**config.mk**
```make
export PLATFORM = sky130hd
export DESIGN_NAME = prog_counter
export DESIGN_NICKNAME = d
export VERILOG_FILES = /design/src/rtl/prog_counter.sv
export SDC_FILE = /design/constraint.sdc
export NUM_CORES = 1
export LEC_CHECK = 0
export BUFFER_PORTS_ARGS = -buffer_cell sky130_fd_sc_hd__buf_2
export CORE_UTILIZATION = 52
export CTS_BUF_LIST = sky130_fd_sc_hd__clkbuf_8 sky130_fd_sc_hd__clkbuf_16
export CTS_CLUSTER_SIZE = 40
export DETAILED_ROUTE_END_ITERATION = 10
export PLACE_DENSITY = 0.77
export RECOVER_POWER = 100
export SLEW_MARGIN = 20
export SYNTH_ARGS = -nofsm -noshare
export SYNTH_HDL_FRONTEND = slang
export SYNTH_SLANG_ARGS = --single-unit
```
**constraint.sdc**
```tcl
create_clock -name clk -period 4.8 [get_ports clk]
set_input_delay 0.96 -clock clk [delete_from_list [all_inputs] [get_ports clk]]
set_output_delay 0.96 -clock clk [all_outputs]
set_load 0.02 [all_outputs]
```
**src/rtl/prog_counter.sv**
```systemverilog
// Prescaled up/down counter with wrap/saturate modes, load, tc and sticky ovf.
// Ports: clk, rst, en, dir, sat, load, load_val, limit, prescale, clr_ovf -> cnt, tc, ovf.
module prog_counter #(
  parameter int COUNTER_WIDTH = 32,
  parameter logic [COUNTER_WIDTH-1:0] INIT_CNT = '0,
  parameter int PRESCALE_WIDTH = 8
) (
  input  logic                      clk,
  input  logic                      rst,
  input  logic                      en,
  input  logic                      dir,
  input  logic                      sat,
  input  logic                      load,
  input  logic [COUNTER_WIDTH-1:0]  load_val,
  input  logic [COUNTER_WIDTH-1:0]  limit,
  input  logic [PRESCALE_WIDTH-1:0] prescale,
  input  logic                      clr_ovf,
  output logic [COUNTER_WIDTH-1:0]  cnt,
  output logic                      tc,
  output logic                      ovf
);

  localparam int W  = COUNTER_WIDTH;
  localparam int PW = PRESCALE_WIDTH;

  // Powers up at INIT_CNT so cnt is defined before the first reset.
  logic [W-1:0]  cnt_q = INIT_CNT;
  logic [PW-1:0] div_q;
  logic          tc_q;
  logic          ovf_q;

  logic          tick;
  logic          bnd;
  logic [W-1:0]  nxt;

  // ">=" also catches a prescale lowered below the running divider.
  assign tick = en && (div_q >= prescale);

  // Up at/above limit is a boundary, so cnt+1 never carries out.
  always_comb begin
    bnd = 1'b0;
    nxt = cnt_q;
    if (dir) begin
      if (cnt_q >= limit) begin
        bnd = 1'b1;
        nxt = sat ? limit : '0;
      end else begin
        nxt = cnt_q + W'(1);
      end
    end else begin
      if (cnt_q == '0) begin
        bnd = 1'b1;
        nxt = sat ? '0 : limit;
      end else begin
        nxt = cnt_q - W'(1);
      end
    end
  end

  always_ff @(posedge clk) begin
    if (rst) begin
      cnt_q <= INIT_CNT;
      div_q <= '0;
      tc_q  <= 1'b0;
      ovf_q <= 1'b0;
    end else if (load) begin
      cnt_q <= load_val;
      div_q <= '0;
      tc_q  <= 1'b0;
      ovf_q <= ovf_q & ~clr_ovf;
    end else begin
      if (en) begin
        div_q <= tick ? '0 : div_q + PW'(1);
      end
      if (tick) begin
        cnt_q <= nxt;
      end
      tc_q  <= tick & bnd;
      // Set wins over a simultaneous clear.
      ovf_q <= (tick & bnd) | (ovf_q & ~clr_ovf);
    end
  end

  assign cnt = cnt_q;
  assign tc  = tc_q;
  assign ovf = ovf_q;

endmodule

```
Yosys cells after proc, flatten, opt, wreduce, memory -nomap -nowiden:

Cells that the tools add are included.

* output and inout port bits: 34
* word-level logic and storage cells: 29
* flip-flop bits (word level): 42
* bits of input ports: 79

* reduce and logical (&&, ||, !) cells: 4
* mux-type cells: 12
* bitwise logic cells: 4
* magnitude comparators: 2
* add/subtract/negate cells: 3

Operators with widths (count)
* 2-to-1 mux 32 bit: 7
* adder 32 x 1 -> 32 bit, second input constant: 1
* >= comparator 32 bit: 1
* logical NOT 32 bit: 1
* subtractor 32 x 1 -> 32 bit, second input constant: 1
* adder 8 x 1 -> 8 bit, second input constant: 1
* >= comparator 8 bit: 1
* 2-to-1 mux 8 bit: 1
* 2-to-1 mux 1 bit: 4
* AND 1 bit: 2
* nonzero test 2 bit: 1
* OR reduction 2 bit: 1
* logical AND 1 bit: 1
* inverter 1 bit: 1
* OR 1 bit: 1

Depth between registers and ports, before layout:

* depth after elaboration: 6
* gate-level depth with buffers: 13
* mapped depth without buffers: 10

Worst setup path after synthesis:

No wires, ideal clock.

* kind: input to register
* start: in limit[29]
* end: reg cnt_q[26] (netlist: cnt[26])
* path buffers: 3
* setup slack: 1.125 ns
* stages: 13
* data required time: 4.705 ns
* data arrival time: 3.580 ns
* setup time: 0.095 ns
* cells stage by stage: inv_1 > ha_1 > a21o_1 > a21o_1 > a221oi_1 > o31a_1 > and2_1 > clkbuf_1 > buf_2 > buf_1 > mux2i_1 > o211ai_1 > a221oi_1

* longest elaborated chain between the ends: 5

RTL lines
* start, declared: line 15 `input logic [COUNTER_WIDTH-1:0] limit,`
* >= comparator 32 bit: line 44 `if (cnt_q >= limit) begin`
* 2-to-1 mux 32 bit: line 44
* 2-to-1 mux 32 bit: line 43 `if (dir) begin`
* 2-to-1 mux 32 bit: line 75 `if (tick) begin`
* 2-to-1 mux 32 bit: line 66 `end else if (load) begin`
* end signal, assigned: line 67 `cnt_q <= load_val;`
* end signal, assigned: line 76 `cnt_q <= nxt;`
* end, declared: line 27 `logic [W-1:0] cnt_q = INIT_CNT;`

No other way between the ends. The select of a mux whose other input is x is not followed.
A chain may end at the register's enable or synchronous reset.

Worst setup path after layout:

* start: reg cnt_q[24] (netlist: cnt[24])
* end: reg cnt_q[10] (netlist: cnt[10])

* longest elaborated chain between the ends: 5
* elaborated cells between the ends (all ways): 7
* those cells by class: 1 x order compare; 5 x mux; 1 x reduce/logical

RTL lines (line)
* >= comparator 32 bit / logical NOT 32 bit (equally long branches): 44, 51
* 2-to-1 mux 32 bit, on equally long branches: 44, 51
* 2-to-1 mux 32 bit (*): 43
* 2-to-1 mux 32 bit (*): 75
* 2-to-1 mux 32 bit (*): 66

Every way passes the cells marked *; elsewhere a longest branch is shown, timed or not. The select of a mux whose other input is x is not followed.

==> impl_metrics.yaml <==
logic_synthesis:
  yosys_warnings: 0
  yosysTopAreaCell: "dfxtp_1"
  synth_edf_count: 0
  synth_commonest_cells: "nand2_1 (84), inv_1 (57), nor2_1 (49), clkbuf_1 (44), ha_1 (44)"
  ys_types: 64
  yosysSeqAreaShare: 0.167
  synth_nets: 831
  yosys-top-cells-area: "dfxtp_1 (17%), ha_1 (11%), nand2_1 (6.3%)"
  synthFlopType: "dfxtp_1"
  netlist_instances: 708
  ys_ff_latch: 42
  postSynth.asyncResetShare: 0
  avgSynthCellArea_um2: 7.10
  synth_area_mm2: 0.00502
  yosys.cell_count.top_type: "nand2_1"
  synthDominantCellAreaShare: 0.167
grt:
  grt_overflow: 0
  grt_pass1_wl_mm: 27.3
  track_usage: 0.337
  grt_max_degree: 44
  antenna_found_initial: 0
  first_global_vias: 5641
power:
  combPwrFrac: 0.354
  pwr-share-clk: 0.252
  p_per_area_mw_per_mm2: 186
  switching_share: 0.410
  switchingPower_mw: 0.430
  p_leak_nw: 2.49
  internal_power_mw: 0.620
  ir_drop_uv: 100
  seqPwrFrac: 0.394
sta:
  finClkSkew_ns: 0.00911
  hold_viol: 0
  rsz0062_at_grt: "no"
  slew_viol_final: 0
  maxSlewHeadroom: 0.267
  fin_ws_ns: 0.659
  period_share: 0.863
  fin_tns_setup_ns: 0
  period_needed_ns: 4.14
  fmax_mhz: 241
  worst_pin_slew_ns: 1.10
  setup_viol: 0
hold_path:
  min_from: "ovf"
  min_path_type: "flop to flop"
  hold_path_depth: 2
  hold_end: "ovf"
die:
  start_util: 0.541
  die_height_um: 100
  die_width_um: 100
  coreArea_mm2: 0.00928
  rows: 35
  die-area_mm2: 0.0101
  ios: 113
clock_tree:
  clkLatencyLatePin_ns: 0.32
  cts_made_buffers: 5
  root_buffer: "clkbuf_8"
  htree_levels: 2
  clockBufferDepth: 2
  hold_buffers: 0
  ctsResizeCount: 0
  cts.sinks: 42
  cts_tree: "yes"
  clk_pin_slew_ns: 0.10
  post_cts_buffers: 0
critical_path:
  r2r-end: "cnt[10]"
  rrSetupSlack_ns: 0.66
  critPathLaunchType: "flop"
  worst_ep_arrival_time_ns: 4.37
  required_ns: 5.03
  reg2reg_depth: 9
  endpoint_kind: "flop"
  path_max_fanout: 23
  crit_type: "flop to flop"
  r2r_start: "cnt[24]"
route:
  drtIter0Drc: 405
  wl_per_cell_um: 18.1
  totalWireLength_mm: 16.5
  drt-vias-per-instance: 6.24
  vias: 5688
  dr.pass1.iters: 5
  drc: 0
  final_antenna_net_count: 0
run:
  maxCapViolations: 0
place:
  port_buffers: 112
  pre_cts_ws_ns: 0.771
  post-dp-hpwl_mm: 11.9
  place.gp.congestion: 0.946
run_status:
  status: "finished, final reports clean"
finish:
  area_growth_pct: 12.3
  diodes: 0
  final_nets: 905
  drive_gt1_frac: 0.134
cell families (layout without fill, tap and decap cells):
kind of cell    Yosys count  in the layout  synth area share
compound gates          166            166             0.223
xor+xnor                 62             62             0.108
fa+ha+maj                44             44             0.110
buf+inv                 112            187            0.0859
flops                    42             42             0.167
mux                      25             25            0.0508
simple gates            257            257             0.255
power groups by stage:
stage / logic (mW) / registers (mW) / clock network [mW]
final: 0.372 / 0.414 / 0.264
after global routing: 0.412 / 0.419 / 0.282
after CTS: 0.373 / 0.412 / 0.272
after detailed placement: 0.370 / 0.420 / 0
after global placement: 0.361 / 0.419 / 0
after floorplan: 0.256 / 0.411 / 0
registers in the layout, summed over array words and instances (netlist names):
register,cells
cnt,32
div_q,8
ovf,1
tc,1
per-layer routing:
metal  GRT usage  vias to the layer above  routed length (um)
met5           0                        -                   0
met4       0.151                        0                 540
li1            -                     2704                   -
met1       0.439                     2624                6960
met2       0.551                      307                7550
met3      0.0474                       53                1430
worst max-delay path by stage:
| stage | from | to | slack [ns] | cells after the start |
|---|---|---|---|---|
| after detailed placement | limit[27] | cnt[28] | 0.77 | 12 |
| after global routing | cnt[24] | cnt[15] | 0.46 | 9 |
| after floorplan | limit[29] | cnt[26] | 1.12 | 13 |
| after global placement | limit[29] | cnt[26] | 0.87 | 12 |
| final | cnt[24] | cnt[10] | 0.66 | 9 |
| after CTS | limit[27] | cnt[28] | 1.10 | 12 |
worst max-delay path, cell delays in order (launching register included):
cell	delay (ns)
dfxtp_1	0.47
or4_1	0.66
or4_1	0.60
nor4_4	0.34
clkbuf_1	0.84
and3_1	0.60
a22oi_1	0.18
nand2_1	0.11
a21oi_1	0.05
a211oi_1	0.23
cell type report:
class | instances | area, um2
inverters | 57 | 214
multi-input cells | 554 | 3750
clock inverters | 3 | 25.0
well taps | 129 | 161
fillers | 942 | 3640
repair buffers | 122 | 581
clock buffers | 5 | 68.8
flip-flops and latches | 42 | 841
metrics by stage:
stage / area [um2] / instances / util / total power, mW / hold slack, ns
finish: 5640 / 912 / 0.608 / 1.05 / 0.479
global route: 5640 / 912 / 0.608 / 1.11 / 0.514
CTS: 5710 / 912 / 0.615 / 1.06 / 0.479
detailed placement: 5620 / 904 / 0.605 / 0.791 / 0.463
global placement: 5620 / 904 / 0.605 / 0.780 / 0.456
floorplan: 5020 / 708 / - / 0.667 / 0.488
cells in the final DEF (no fill, tap or decap), types with 5 or more instances in the layout:
master and count:
inv_1 57, a21oi_1 33, dfxtp_1 42, buf_2 77, and4_1 7, a221oi_1 12
a211oi_1 13, buf_4 7, or3_1 8, nor2_1 49, and3_1 7, a31oi_1 16
nand4_1 14, nor3_1 20, clkbuf_8 5, or4_1 7, nand3_1 32, clkbuf_1 38
ha_1 44, mux2i_1 21, nand2b_1 5, nor4_1 14, o21ai_0 33, a22oi_1 7
xor2_1 29, xnor2_1 33, o211ai_1 9, nand2_1 84, a311oi_1 5
Note: power is estimated with default switching activity, not from simulation.
